--- src/rtl/uart_msg_assembler_if.sv ---
// Stream interface of the UART message assembler.
// The receiver-side byte strobe and the downstream valid/ready payload
// stream, plus the per-message status pulses.
// The slave modport is the assembler. The master modport is the
// byte source and payload sink around it.
interface uart_msg_assembler_if #(
  parameter int BYTE_SIZE = 8
);
  logic                 in_valid;
  logic [BYTE_SIZE-1:0] in_data;
  logic                 in_err;
  logic                 out_ready;
  logic                 out_valid;
  logic [BYTE_SIZE-1:0] out_data;
  logic                 out_last;
  logic                 msg_done;
  logic                 msg_bad;
  logic                 overrun;
  logic                 busy;

  modport master (
    output in_valid, in_data, in_err, out_ready,
    input  out_valid, out_data, out_last, msg_done, msg_bad, overrun, busy
  );

  modport slave (
    input  in_valid, in_data, in_err, out_ready,
    output out_valid, out_data, out_last, msg_done, msg_bad, overrun, busy
  );
endinterface

--- src/rtl/uart_msg_assembler.sv ---
// Message assembler that sits behind the UART byte receiver.
// It parses length-prefixed messages into a local buffer. A message is
// streamed out (store-and-forward) only after it has been fully accepted.
// Malformed messages are dropped and reported with a msg_bad pulse.
// Optional feature macro: UART_MSG_CSUM_EN. When it is defined, each message
// carries a trailing additive checksum byte, which is checked before the
// message is released.
module uart_msg_assembler #(
  parameter int BYTE_SIZE = 8,
  parameter int MAX_LEN   = 16
) (
  input  logic                 CLK,
  input  logic                 RST,
  uart_msg_assembler_if.slave  msg_if
);
  localparam int IDX_W = $clog2(MAX_LEN + 1);
  localparam int AW    = (MAX_LEN > 1) ? $clog2(MAX_LEN) : 1;
  localparam logic [BYTE_SIZE-1:0] MAX_LEN_B = BYTE_SIZE'(MAX_LEN);

  localparam logic [1:0] ST_LEN     = 2'd0;
  localparam logic [1:0] ST_PAYLOAD = 2'd1;
`ifdef UART_MSG_CSUM_EN
  localparam logic [1:0] ST_CSUM    = 2'd2;
`endif
  localparam logic [1:0] ST_DRAIN   = 2'd3;

  logic [1:0]           state_q,    state_d;
  logic [IDX_W-1:0]     len_q,      len_d;
  logic [IDX_W-1:0]     idx_q,      idx_d;
  logic [IDX_W-1:0]     rd_idx_q,   rd_idx_d;
`ifdef UART_MSG_CSUM_EN
  logic [BYTE_SIZE-1:0] sum_q,      sum_d;
`endif
  logic                 out_valid_q, out_valid_d;
  logic [BYTE_SIZE-1:0] out_data_q,  out_data_d;
  logic                 out_last_q,  out_last_d;
  logic                 msg_done_q,  msg_done_d;
  logic                 msg_bad_q,   msg_bad_d;
  logic                 overrun_q,   overrun_d;
  logic                 busy_q,      busy_d;
  logic                 buf_we;
  logic [BYTE_SIZE-1:0] buf_q [MAX_LEN];
  logic [IDX_W-1:0]     rd_nxt;

  assign rd_nxt = rd_idx_q + IDX_W'(1);

  // Next-state logic for the parser FSM, the drain pointer and the registered outputs.
  always_comb begin
    state_d     = state_q;
    len_d       = len_q;
    idx_d       = idx_q;
    rd_idx_d    = rd_idx_q;
`ifdef UART_MSG_CSUM_EN
    sum_d       = sum_q;
`endif
    out_valid_d = out_valid_q;
    out_data_d  = out_data_q;
    out_last_d  = out_last_q;
    msg_done_d  = 1'b0;
    msg_bad_d   = 1'b0;
    overrun_d   = 1'b0;
    buf_we      = 1'b0;
    case (state_q)
      ST_LEN: begin
        if (msg_if.in_valid) begin
          if (msg_if.in_data == '0 || msg_if.in_data > MAX_LEN_B) begin
            msg_bad_d = 1'b1;
          end else begin
            len_d   = msg_if.in_data[IDX_W-1:0];
`ifdef UART_MSG_CSUM_EN
            sum_d   = msg_if.in_data;
`endif
            idx_d   = '0;
            state_d = ST_PAYLOAD;
          end
        end
      end
      ST_PAYLOAD: begin
        if (msg_if.in_err) begin
          msg_bad_d = 1'b1;
          state_d   = ST_LEN;
        end else if (msg_if.in_valid) begin
          buf_we = 1'b1;
          idx_d  = idx_q + IDX_W'(1);
`ifdef UART_MSG_CSUM_EN
          sum_d  = sum_q + msg_if.in_data;
`endif
          if (idx_q == len_q - IDX_W'(1)) begin
`ifdef UART_MSG_CSUM_EN
            state_d = ST_CSUM;
`else
            // A one-byte message has not reached the buffer yet, so forward it directly.
            state_d     = ST_DRAIN;
            rd_idx_d    = '0;
            out_valid_d = 1'b1;
            out_data_d  = (idx_q == '0) ? msg_if.in_data : buf_q[0];
            out_last_d  = (len_q == IDX_W'(1));
`endif
          end
        end
      end
`ifdef UART_MSG_CSUM_EN
      ST_CSUM: begin
        if (msg_if.in_err) begin
          msg_bad_d = 1'b1;
          state_d   = ST_LEN;
        end else if (msg_if.in_valid) begin
          if (msg_if.in_data == sum_q) begin
            state_d     = ST_DRAIN;
            rd_idx_d    = '0;
            out_valid_d = 1'b1;
            out_data_d  = buf_q[0];
            out_last_d  = (len_q == IDX_W'(1));
          end else begin
            msg_bad_d = 1'b1;
            state_d   = ST_LEN;
          end
        end
      end
`endif
      ST_DRAIN: begin
        if (msg_if.in_valid) begin
          overrun_d = 1'b1;
        end
        if (out_valid_q && msg_if.out_ready) begin
          if (out_last_q) begin
            out_valid_d = 1'b0;
            out_last_d  = 1'b0;
            msg_done_d  = 1'b1;
            state_d     = ST_LEN;
          end else begin
            rd_idx_d   = rd_nxt;
            out_data_d = buf_q[rd_nxt[AW-1:0]];
            out_last_d = (rd_nxt == len_q - IDX_W'(1));
          end
        end
      end
      default: begin
        state_d = ST_LEN;
      end
    endcase
    busy_d = (state_d != ST_LEN);
  end

  // Control and output registers, synchronously cleared by RST.
  always_ff @(posedge CLK) begin
    if (RST) begin
      state_q     <= ST_LEN;
      len_q       <= '0;
      idx_q       <= '0;
      rd_idx_q    <= '0;
`ifdef UART_MSG_CSUM_EN
      sum_q       <= '0;
`endif
      out_valid_q <= 1'b0;
      out_data_q  <= '0;
      out_last_q  <= 1'b0;
      msg_done_q  <= 1'b0;
      msg_bad_q   <= 1'b0;
      overrun_q   <= 1'b0;
      busy_q      <= 1'b0;
    end else begin
      state_q     <= state_d;
      len_q       <= len_d;
      idx_q       <= idx_d;
      rd_idx_q    <= rd_idx_d;
`ifdef UART_MSG_CSUM_EN
      sum_q       <= sum_d;
`endif
      out_valid_q <= out_valid_d;
      out_data_q  <= out_data_d;
      out_last_q  <= out_last_d;
      msg_done_q  <= msg_done_d;
      msg_bad_q   <= msg_bad_d;
      overrun_q   <= overrun_d;
      busy_q      <= busy_d;
    end
  end

  // Payload buffer. It is not reset, because a stale message is never read back after RST.
  always_ff @(posedge CLK) begin
    if (buf_we) begin
      buf_q[idx_q[AW-1:0]] <= msg_if.in_data;
    end
  end

  assign msg_if.out_valid = out_valid_q;
  assign msg_if.out_data  = out_data_q;
  assign msg_if.out_last  = out_last_q;
  assign msg_if.msg_done  = msg_done_q;
  assign msg_if.msg_bad   = msg_bad_q;
  assign msg_if.overrun   = overrun_q;
  assign msg_if.busy      = busy_q;
endmodule

--- src/flat_wrapper.sv ---
// flat-port wrapper written by rule: the top's interface ports become plain ports
module uart_msg_assembler_flat 
#(
  parameter int BYTE_SIZE = 8,
  parameter int MAX_LEN   = 16
)
  (CLK, RST, msg_if_in_valid, msg_if_in_data, msg_if_in_err, msg_if_out_ready, msg_if_out_valid, msg_if_out_data, msg_if_out_last, msg_if_msg_done, msg_if_msg_bad, msg_if_overrun, msg_if_busy);
  uart_msg_assembler_if #(.BYTE_SIZE(BYTE_SIZE)) msg_if_i ();
  input  logic CLK;
  input  logic RST;
  input wire logic [$bits(msg_if_i.in_valid)-1:0] msg_if_in_valid;
  input wire logic [$bits(msg_if_i.in_data)-1:0] msg_if_in_data;
  input wire logic [$bits(msg_if_i.in_err)-1:0] msg_if_in_err;
  input wire logic [$bits(msg_if_i.out_ready)-1:0] msg_if_out_ready;
  output wire logic [$bits(msg_if_i.out_valid)-1:0] msg_if_out_valid;
  output wire logic [$bits(msg_if_i.out_data)-1:0] msg_if_out_data;
  output wire logic [$bits(msg_if_i.out_last)-1:0] msg_if_out_last;
  output wire logic [$bits(msg_if_i.msg_done)-1:0] msg_if_msg_done;
  output wire logic [$bits(msg_if_i.msg_bad)-1:0] msg_if_msg_bad;
  output wire logic [$bits(msg_if_i.overrun)-1:0] msg_if_overrun;
  output wire logic [$bits(msg_if_i.busy)-1:0] msg_if_busy;
  assign msg_if_i.in_valid = msg_if_in_valid;
  assign msg_if_i.in_data = msg_if_in_data;
  assign msg_if_i.in_err = msg_if_in_err;
  assign msg_if_i.out_ready = msg_if_out_ready;
  assign msg_if_out_valid = msg_if_i.out_valid;
  assign msg_if_out_data = msg_if_i.out_data;
  assign msg_if_out_last = msg_if_i.out_last;
  assign msg_if_msg_done = msg_if_i.msg_done;
  assign msg_if_msg_bad = msg_if_i.msg_bad;
  assign msg_if_overrun = msg_if_i.overrun;
  assign msg_if_busy = msg_if_i.busy;
  uart_msg_assembler #(.BYTE_SIZE(BYTE_SIZE), .MAX_LEN(MAX_LEN)) u_core (.CLK(CLK), .RST(RST), .msg_if(msg_if_i));
endmodule
--- config.mk ---
export PLATFORM = sky130hd
export DESIGN_NAME = uart_msg_assembler_flat
export DESIGN_NICKNAME = d
export VERILOG_FILES = /design/src/rtl/uart_msg_assembler_if.sv /design/src/rtl/uart_msg_assembler.sv /design/src/flat_wrapper.sv
export SDC_FILE = /design/constraint.sdc
export NUM_CORES = 1
export LEC_CHECK = 0
export CORE_MARGIN = 1
export CORE_UTILIZATION = 65
export CTS_CLUSTER_DIAMETER = 50
export CTS_CLUSTER_SIZE = 24
export DETAILED_ROUTE_END_ITERATION = 8
export PLACE_DENSITY_LB_ADDON = 0.3
export SYNTH_ARGS = -nofsm -noshare
export SYNTH_HDL_FRONTEND = slang
export SYNTH_SLANG_ARGS = --single-unit
--- constraint.sdc ---
create_clock -name CLK -period 4 [get_ports CLK]
set_input_delay 1 -clock CLK [delete_from_list [all_inputs] [get_ports CLK]]
set_output_delay 1 -clock CLK [all_outputs]
set_load 0.005 [all_outputs]
## Word level (Yosys, flattened, before mapping)

Memories as Yosys holds them, arrays and structs flattened.
Cells that the tools add are included.
Widths: inputs -> output; s select.

| word-level totals | value |
|---|---|
| bits in registers | 31 |
| latch bits | 0 |
| bits in writable memories | 128 |
| bits in read-only memories | 0 |
| memories kept | 1 |

| operators by class | value |
|---|---|
| $add $sub $neg | 3 |
| multipliers | 0 |
| divide/modulo/power cells | 0 |
| $lt $le $gt $ge | 1 |
| equality and inequality tests | 13 |
| shift-type cells | 0 |
| multiplexer cells | 48 |
| bitwise operators | 3 |
| reductions and logical operators | 15 |

Memories:

| memory | depth | width | rd ports | clocked after Yosys merged registers in | write ports | line | source |
|---|---|---|---|---|---|---|---|
| u_core.buf_q | 16 | 8 | 2 | 0 | 1 | uart_msg_assembler.sv:42 | `logic [BYTE_SIZE-1:0] buf_q [MAX_LEN];` |

Operators with widths:

| cell | number |
|---|---|
| $mux 8 | 6 |
| $mux 5 | 9 |
| $pmux 5 s2 | 2 |
| $mux 1 | 19 |
| $pmux 8 s2 | 1 |
| $mux 2 | 7 |
| $reduce_and 6->1 | 2 |
| $add 5x1->5 const B | 2 |
| $eq 5x5->1 | 2 |
| $ne 2x2->1 const B | 5 |
| $reduce_and 5->1 | 2 |
| $gt 8x5->1 const B | 1 |
| $logic_not 8->1 | 1 |
| $ne 2x1->1 const B | 3 |
| $pmux 1 s2 | 3 |
| $pmux 2 s3 | 1 |
| $reduce_bool 2->1 | 3 |
| $eq 5x1->1 const B | 1 |
| $logic_not 5->1 | 1 |
| $sub 5x1->5 const B | 1 |
| $not 1->1 | 3 |
| $reduce_and 3->1 | 1 |
| $reduce_or 3->1 | 1 |
| $eq 2x1->1 const B | 1 |
| other kinds (5) | 5 |

## Depth between registers and ports, before layout

Gate-level depths: netlist of run 1.

| depth | value |
|---|---|
| depth after elaboration | 7 |
| depth in mapped cells | 8 |
| mapped depth without buffers | 7 |

## Least setup slack after synthesis of run 1

Ideal clock, no wire load.

| timing | value |
|---|---|
| path type | input-to-reg |
| from | input port msg_if_in_err |
| to | memory u_core.buf_q[0][0], enable pin |
| arrival time | 2.335 ns |
| data required time | 3.605 ns |
| slack | 1.270 ns |
| stages | 3 |
| buffers on the path | 0 |
| path through | nand2b_1 > or2_2 > nor4_1 |

| between the ends | value |
|---|---|
| word-level cells in the longest chain between the ends | 4 |

RTL lines:

| element | line | source |
|---|---|---|
| start: declaration | flat_wrapper.sv:13 | `input wire logic [$bits(msg_if_i.in_err)-1:0] msg_if_in_err;` |
| $mux 1 | uart_msg_assembler.sv:79 | `if (msg_if.in_err) begin` |
| $mux 1 | uart_msg_assembler.sv:63 | `case (state_q)` |
| $mux 1 | uart_msg_assembler.sv:182 | `if (buf_we) begin` |
| $mux 1 (implied by the code) | uart_msg_assembler.sv:183 | `buf_q[idx_q[AW-1:0]] <= msg_if.in_data;` |
| end: declaration | uart_msg_assembler.sv:42 |  |

No other way between the ends.

## Worst setup path after layout of run 1

| timing | value |
|---|---|
| from | input port msg_if_in_data[5] |
| to | register u_core.state_q[0] |

| between the ends | value |
|---|---|
| word-level cells in the longest chain between the ends | 5 |
| elaborated cells on any way between the ends | 6 |
| those cells by class | order compare (1); mux (3); reduce/logical (2) |

RTL lines:

| element | line | source |
|---|---|---|
| start: declaration | flat_wrapper.sv:12 | `input wire logic [$bits(msg_if_i.in_data)-1:0] msg_if_in_data;` |
| $gt 8x5->1 or $logic_not 8->1 (tied branches) | uart_msg_assembler.sv:66 | `if (msg_if.in_data == '0 \|\| msg_if.in_data > MAX_LEN_B) begin` |
| $logic_or 1x1->1 * | uart_msg_assembler.sv:66 |  |
| $mux 2 * | uart_msg_assembler.sv:66 |  |
| $mux 2 * | uart_msg_assembler.sv:65 | `if (msg_if.in_valid) begin` |
| $pmux 2 s3 * | uart_msg_assembler.sv:63 |  |
| end signal: assignment | uart_msg_assembler.sv:163 | `state_q <= state_d;` |
| end: declaration | uart_msg_assembler.sv:27 | `logic [1:0] state_q, state_d;` |

Every way passes the cells marked *; elsewhere a longest branch is shown, timed or not.
A chain may end at the register's enable or synchronous reset.

==> metrics.md, run 1 <==
| Metric | Value |
|---|---|
| CP endpoint kind | `flip-flop` |
| Fin nets | `503` |
| Die width | `104 um` |
| Avg Cell Area, Syn | `15.5 sq um` |
| Pwr Density | `427 nW/um^2` |
| Mean routed wirelength per cell | `24.0 um` |
| Post-synth EDFFs | `128` |
| Worst Max-Slew Pin Slew | `1.14 ns` |
| Final hold vios | `0` |
| Final non-filler cell area | `7830 sq um` |
| Maxcap violations | `0` |
| CTS Sinks | `159` |
| TritonCTS buffer count | `17` |
| Die height | `104 um` |
| Ys async rst share | `0%` |
| Max_slew headroom | `23.8%` |
| First-pass DRT Iterations | `5` |
| Outcome | `completed` |
| Worst vdd ir | `398 uV` |
| Synth area leader | `edfxtp_1` |
| Initial core utilization | `68.3%` |
| Post-Syn Instances | `440` |
| CTS Root Buffer Type | `clkbuf_8` |
| Initial drt markers | `504` |
| Routed WL | `15100 um` |
| DIE AREA | `10900 sq um` |
| CTS resizes | `0` |
| Detail Route Antenna Nets | `0` |
| Synth Register Bits | `159` |
| Crit path DAT | `3.16 ns` |
| Hold Path Class | `flip-flop to flip-flop` |
| Clock latency at the later pin of the worst-skew pair | `0.54 ns` |
| Post-synth top area share | `56.5%` |
| DRC viols | `0` |
| Io pins | `27` |
| Share of cells above drive strength 1 | `19.2%` |
| Storage element area | `4470 sq um` |
| Setup Skew | `0.0142 ns` |
| Synthesis-to-layout area growth | `15.2%` |
| I/O Buffers | `26` |
| CP Data Required Time | `4.43 ns` |
| Synthesized net count | `460` |
| First-pass GRT wire length | `23300 um` |
| Largest net degree at the start of global routing | `35` |
| WS Path Type | `input pin to flip-flop` |
| Initial antenna violation count | `0` |
| Post-synthesis cell type count | `50` |
| Final Wtd Congestion | `0.886` |
| Period utilization | `68.3%` |
| Top post-synthesis cells by area | `edfxtp_1 57%, mux4_2 11%, dfxtp_1 9.1%` |
| Slowest CP cell | `clkdlybuf4s50_1` |
| Reg clk slew, reported paths | `0.07 ns` |
| Static leakage | `2.55 nW` |
| Final slew viol count | `0` |
| GRT Total Usage | `30.0%` |
| FILL cells | `547` |
| Cell with the most instances after synthesis | `edfxtp_1` |
| Post-CTS setup buffer count | `0` |
| CORE AREA | `9950 sq um` |
| DP Area | `7290 sq um` |
| Multi-input combinational cell area | `2160 sq um` |
| H-tree depth | `4` |
| Fmax | `0.366 GHz` |
| Cell-by-cell trace of the critical path | `clkdlybuf4s50_1 -> nor4_1 -> nand4_1 -> a311oi_1` |
| Gr ovfl total | `0` |
| Top_reg_cell synth | `edfxtp_1` |
| Tmin final | `2.73 ns` |
| DR vias/cell | `6.64` |
| Row cnt | `36` |
| RSZ-0062 raised after global routing | `no` |
| Setup-failing EPs final | `0` |
| Number of global-route vias before repair | `4102` |
| CTS tree | `built` |
| CP Launch Type | `input pin` |
| Crit path largest cell delay | `0.77 ns` |
| Most common library cells after synthesis | `128 x edfxtp_1, 32 x mux4_2, 31 x dfxtp_1, 23 x nand2_1, 21 x mux2i_1` |
| Synth warn | `0` |
| Setup_tns | `0 ns` |
| Worst Path Max Fanout | `19` |
| Clock tree buffer depth | `2` |
| Buf+Inv Stages, Crit Path | `1` |
| Hold bufs inserted after CTS | `0` |
| Post-Syn Area | `6800 sq um` |
| Antenna diode count | `0` |
| Worst path top cell family by delay | `simple AND/OR/NAND/NOR gates` |
| Post-synthesis sequential area ratio | `65.7%` |
| DP Wirelength | `9600 um` |
| Routed via count | `4174` |
-- tightest hold or removal path, cell delays in order, from the launching register on --
cell and delay [ns]:
dfxtp_1 0.31, inv_1 0.05, o32ai_1 0.08
-- logic make-up after synthesis --
group                      count (synthesis)  synth area share [%]
DFF                                      159                  65.7
and+or+nand+nor                          100                  7.67
AOI/OAI and AO/OA                         57                  6.05
muxes                                     54                  13.9
buffers and inverters                     42                  2.65
xor gates and xnor gates                  21                  2.82
adders and majority gates                  7                  1.29
-- final cells by class --
class	instances	share of cell area [%]
sequential	159	57.0
timing repair buffer	48	5.43
clock buffer	17	5.29
clock inverter	15	1.66
tap	133	2.13
inverter	18	0.863
multi-input combinational	239	27.6
-- sequential cells by signal (all words and copies together), names as in the netlist --
name,flops
u_core.len_q,5
u_core.msg_if.out_last,1
u_core.msg_if.msg_bad,1
u_core.msg_if.out_valid,1
u_core.buf_q,128
u_core.msg_if.out_data,8
u_core.msg_if.overrun,1
u_core.msg_if.msg_done,1
u_core.idx_q,5
u_core.rd_idx_q,5
u_core.msg_if.busy,1
u_core.state_q,2
-- metrics by stage --
step	hold WS [ns]	cells	utilization, %	total power [W]	worst slack, ns
CTS	0.485	629	78.7	0.00335	1.30
detailed placement	0.474	597	73.2	0.00190	0.791
floorplan	0.466	440	-	0.00185	1.27
global placement	0.467	597	73.2	0.00190	0.873
global route	0.515	629	78.7	0.00342	1.13
finish	0.485	629	78.7	0.00334	1.27
-- routing by layer --
metal | vias to the layer above | part of all wire (%) | track usage (%)
li1 | 1818 | - | -
met1 | 2066 | 40 | 41.1
met2 | 249 | 48 | 45.1
met3 | 41 | 8.6 | 8.08
met4 | 0 | 3.4 | 14.4
met5 | - | 0 | 0
-- where the power goes --
| part | internal (W) | switching (W) | total [W] |
|---|---|---|---|
| clock | 0.000781 | 0.000690 | 0.00147 |
| combinational | 0.0000298 | 0.0000521 | 0.0000819 |
| sequential | 0.00178 | 0.00000213 | 0.00179 |
-- final timing paths --
kind,start,endpoint,slack (ns),cells past startpoint
setup / recovery,msg_if_in_data[5],u_core.state_q[0]$_SDFF_PP0_,1.27,4
hold / removal,u_core.msg_if.out_data[5]$_SDFFE_PP0P_,u_core.msg_if.out_data[5]$_SDFFE_PP0P_,0.48,2
setup reg to reg,u_core.rd_idx_q[0]$_SDFFE_PP0P_,u_core.msg_if.out_data[6]$_SDFFE_PP0P_,1.53,6
hold reg to reg,u_core.msg_if.out_data[5]$_SDFFE_PP0P_,u_core.msg_if.out_data[5]$_SDFFE_PP0P_,0.48,2
-- layout by cell type (no fill, tap or decap), types with 9 or more instances in the layout --
cell type and n:
clkbuf_16 16, buf_4 22, nand2_1 23, nor2_1 18, xnor2_1 11, inv_1 17
clkdlybuf4s50_1 26, dfxtp_1 30, mux4_2 32, xor2_1 9, edfxtp_1 128, nor3_1 14
nand3_1 14, a21oi_1 19, mux2i_1 21
Power figures use the tool's default switching activity.
==> run 2, diff against run 1 <==
--- a/config.mk
+++ b/config.mk
@@ -6,7 +6,7 @@
 export NUM_CORES = 1
 export LEC_CHECK = 0
 export CORE_MARGIN = 1
-export CORE_UTILIZATION = 65
+export CORE_UTILIZATION = 54
 export CTS_CLUSTER_DIAMETER = 50
 export CTS_CLUSTER_SIZE = 24
 export DETAILED_ROUTE_END_ITERATION = 8
==> constraint.sdc (replaced) <==
create_clock -name CLK -period 2.2 [get_ports CLK]
set_input_delay 0.55 -clock CLK [delete_from_list [all_inputs] [get_ports CLK]]
set_output_delay 0.55 -clock CLK [all_outputs]
set_load 0.005 [all_outputs]
==> run 2 against run 1 <==
Compared with the run above:
- cell count is 10% higher
- critical path type is now flip-flop to flip-flop
- die area up 20%
- flip-flop and latch count stayed put
- critical endpoint is now u_core.msg_if.out_data[6]$_SDFFE_PP0P_
- largest power group unchanged
- sequential share of layout area fell by 2.2 points
==> metrics.md, run 2 (synthesis results as in run 1) <==
| Metric | Value |
|---|---|
| Maxcap violations | `0 (unchanged)` |
| Clock latency at the later pin of the worst-skew pair | `0.42 ns (-0.12 ns)` |
| CP Launch Type | `flip-flop` |
| CP endpoint kind | `flip-flop` |
| Final WS setup | `0.110 ns (-1.16 ns)` |
| Hold Path Class | `flip-flop to flip-flop` |
| CORE AREA | `12200 sq um (+22%)` |
| Mean routed wirelength per cell | `21.2 um (-12%)` |
| Die height | `114 um (+9.5%)` |
| Seq pwr share | `54.8% (+1.3 points)` |
| Clk pwr share | `42.6% (-1.4 points)` |
| Fin nets | `533 (+6.0%)` |
| Commonest non-fill, non-tap cell in the layout | `edfxtp_1` |
| Metal-1 WL | `6500 um (+7.2%)` |
| Worst vdd ir | `573 uV (+44%)` |
| Reg clk slew, reported paths | `0.06 ns (about the same)` |
| Routed WL | `14700 um (-2.8%)` |
| Static leakage | `2.71 nW (+6.2%)` |
| Setup Skew | `0.00830 ns (-0.00594 ns)` |
| I/O Buffers | `26 (unchanged)` |
| Top Layer Used | `met4` |
| DIE AREA | `13000 sq um (+20%)` |
| Sw Share | `20.4% (-1.9 points)` |
| Hold bufs inserted after CTS | `0 (unchanged)` |
| Setup-failing EPs final | `0 (unchanged)` |
| H-tree depth | `4 (unchanged)` |
| Tmin final | `2.09 ns` |
| Total Power | `0.00593 W (+78%)` |
| Largest net degree at the start of global routing | `40 (+14%)` |
| TritonCTS buffer count | `17 (unchanged)` |
| Antenna diode count | `0 (unchanged)` |
| Pre-CTS setup slack | `-0.229 ns (-1.02 ns)` |
| P_int | `0.00472 W (+82%)` |
| Worst Max-Slew Pin Slew | `0.654 ns (-0.485 ns)` |
| Period utilization | `95.0%` |
| Final Wtd Congestion | `0.839 (-5.3%)` |
| Pwr Density | `728 nW/um^2 (+71%)` |
| Detail Route Antenna Nets | `0 (unchanged)` |
| Share of cells above drive strength 1 | `23.2% (+4.1 points)` |
| Final slew viol count | `0 (unchanged)` |
| First-pass GRT wire length | `23200 um (-0.30%)` |
| Net Sw Power | `0.00121 W (+62%)` |
| DP Area | `7610 sq um (+4.4%)` |
| Final hold vios | `0 (unchanged)` |
| Crit path DAT | `2.39 ns (-0.77 ns)` |
| Max FFs per register | `128 (unchanged)` |
| Synthesis-to-layout area growth | `19.8%` |
| Gr ovfl total | `0 (unchanged)` |
| Most frequent cells in the layout | `128 x edfxtp_1, 46 x buf_4, 32 x mux4_2` |
| DP Wirelength | `9950 um (+3.6%)` |
| Initial antenna violation count | `0 (unchanged)` |
| WS Path Type | `flip-flop to flip-flop` |
| RSZ-0062 raised after global routing | `no` |
| Initial drt markers | `405 (-20%)` |
| Final non-filler cell area | `8150 sq um (+4.0%)` |
| Length of routed met3 wiring | `891 um (-32%)` |
| Clock tree buffer depth | `2 (unchanged)` |
| Die width | `114 um (+9.5%)` |
| DRC viols | `0 (unchanged)` |
| Worst Path Max Fanout | `17 (-2)` |
| Outcome | `completed` |
| CTS Root Buffer Type | `clkbuf_16` |
| Row cnt | `40 (+11%)` |
| CP Data Required Time | `2.50 ns (-1.93 ns)` |
| Routed met2 length | `7010 um (-2.9%)` |
| CTS Sinks | `159 (unchanged)` |
| Combinational share of power | `2.6% (about the same)` |
| GRT Total Usage | `24.9% (-5.1 points)` |
| Routed via count | `4068 (-2.5%)` |
| DR vias/cell | `5.87 (-12%)` |
| First-pass DRT Iterations | `5 (unchanged)` |
| CTS tree | `built` |
| Number of global-route vias before repair | `4171 (+1.7%)` |
| R2R setup slack | `0.11 ns (-1.42 ns)` |
| Io pins | `27 (unchanged)` |
| Fmax | `0.479 GHz` |
| Initial core utilization | `55.9% (-12 points)` |
| Max_slew headroom | `56.1% (+32 points)` |
-- run 2: changes by cell type in the layout (fill, tap and decap cells not counted), moves of 3 or more --
cell | previous run | this run
buf_12 | 0 | 5
buf_4 | 22 | 46
clkinvlp_4 | 4 | 1
inv_6 | 4 | 0
-- run 2: timing repair --
item	4_1_cts	5_1_grt
resized for setup	0	2
setup endpoints to repair	0	3
setup buffers	0	0
-- run 2: metal layers --
| layer | up-vias | GRT usage (%) |
|---|---|---|
| met5 | - | 0 |
| met4 | 0 | 10.1 |
| met3 | 19 | 5.56 |
| met2 | 172 | 38.7 |
| met1 | 1999 | 34.4 |
| li1 | 1878 | - |
-- run 2: layout make-up --
type | instances | area [sq um]
Inverter | 18 | 67.6
Timing Repair Buffer | 78 | 731
Clock buffer | 19 | 433
Tap cell | 168 | 210
Multi-Input combinational cell | 239 | 2170
Fill cell | 837 | 4020
Sequential cell | 159 | 4470
Clock inverter | 12 | 73.8
-- run 2: worst max-delay path, stage by stage (launching register included) --
cell and delay, ns:
dfxtp_2 0.36, ha_2 0.41, buf_12 0.19, mux4_2 0.36
mux2i_1 0.19, nor3_1 0.07, a211oi_1 0.24, a211oi_1 0.12
-- run 2: final timing paths --
kind / endpoint / startpoint / cells after the start
setup / recovery: u_core.msg_if.out_data[6]$_SDFFE_PP0P_ / u_core.rd_idx_q[0]$_SDFFE_PP0P_ / 7
hold / removal: u_core.msg_if.out_data[4]$_SDFFE_PP0P_ / u_core.msg_if.out_data[4]$_SDFFE_PP0P_ / 2
setup reg to reg: u_core.msg_if.out_data[6]$_SDFFE_PP0P_ / u_core.rd_idx_q[0]$_SDFFE_PP0P_ / 7
hold reg to reg: u_core.msg_if.out_data[4]$_SDFFE_PP0P_ / u_core.msg_if.out_data[4]$_SDFFE_PP0P_ / 2
-- run 2: through the flow --
| step | TNS [ns] | utilization (%) | std cells | hold slack [ns] |
|---|---|---|---|---|
| 2_1_floorplan | -2.56 | - | 440 | 0.466 |
| 3_3_place_gp | -12.84 | 62.6 | 661 | 0.464 |
| 3_5_place_dp | -15.68 | 62.6 | 661 | 0.479 |
| 4_1_cts | 0 | 66.7 | 692 | 0.488 |
| 5_1_grt | 0 | 67.0 | 693 | 0.507 |
| 6_report | 0 | 67.0 | 693 | 0.484 |
-- run 2: power groups by stage --
stage	registers (W)	logic, W	clock network (W)
after floorplan	0.00331	0.0000510	0
after detailed placement	0.00331	0.000155	0
final	0.00325	0.000155	0.00253
after global placement	0.00331	0.000150	0
after CTS	0.00325	0.000156	0.00256
after global routing	0.00325	0.000169	0.00268
==> run 3, diff against run 2 <==
--- a/config.mk
+++ b/config.mk
@@ -11,6 +11,7 @@
 export CTS_CLUSTER_SIZE = 24
 export DETAILED_ROUTE_END_ITERATION = 8
 export PLACE_DENSITY_LB_ADDON = 0.3
+export SLEW_MARGIN = 20
 export SYNTH_ARGS = -nofsm -noshare
 export SYNTH_HDL_FRONTEND = slang
 export SYNTH_SLANG_ARGS = --single-unit
==> results of run 3 <==
No change in the layout: final DEF, timing and power equal those of run 2.
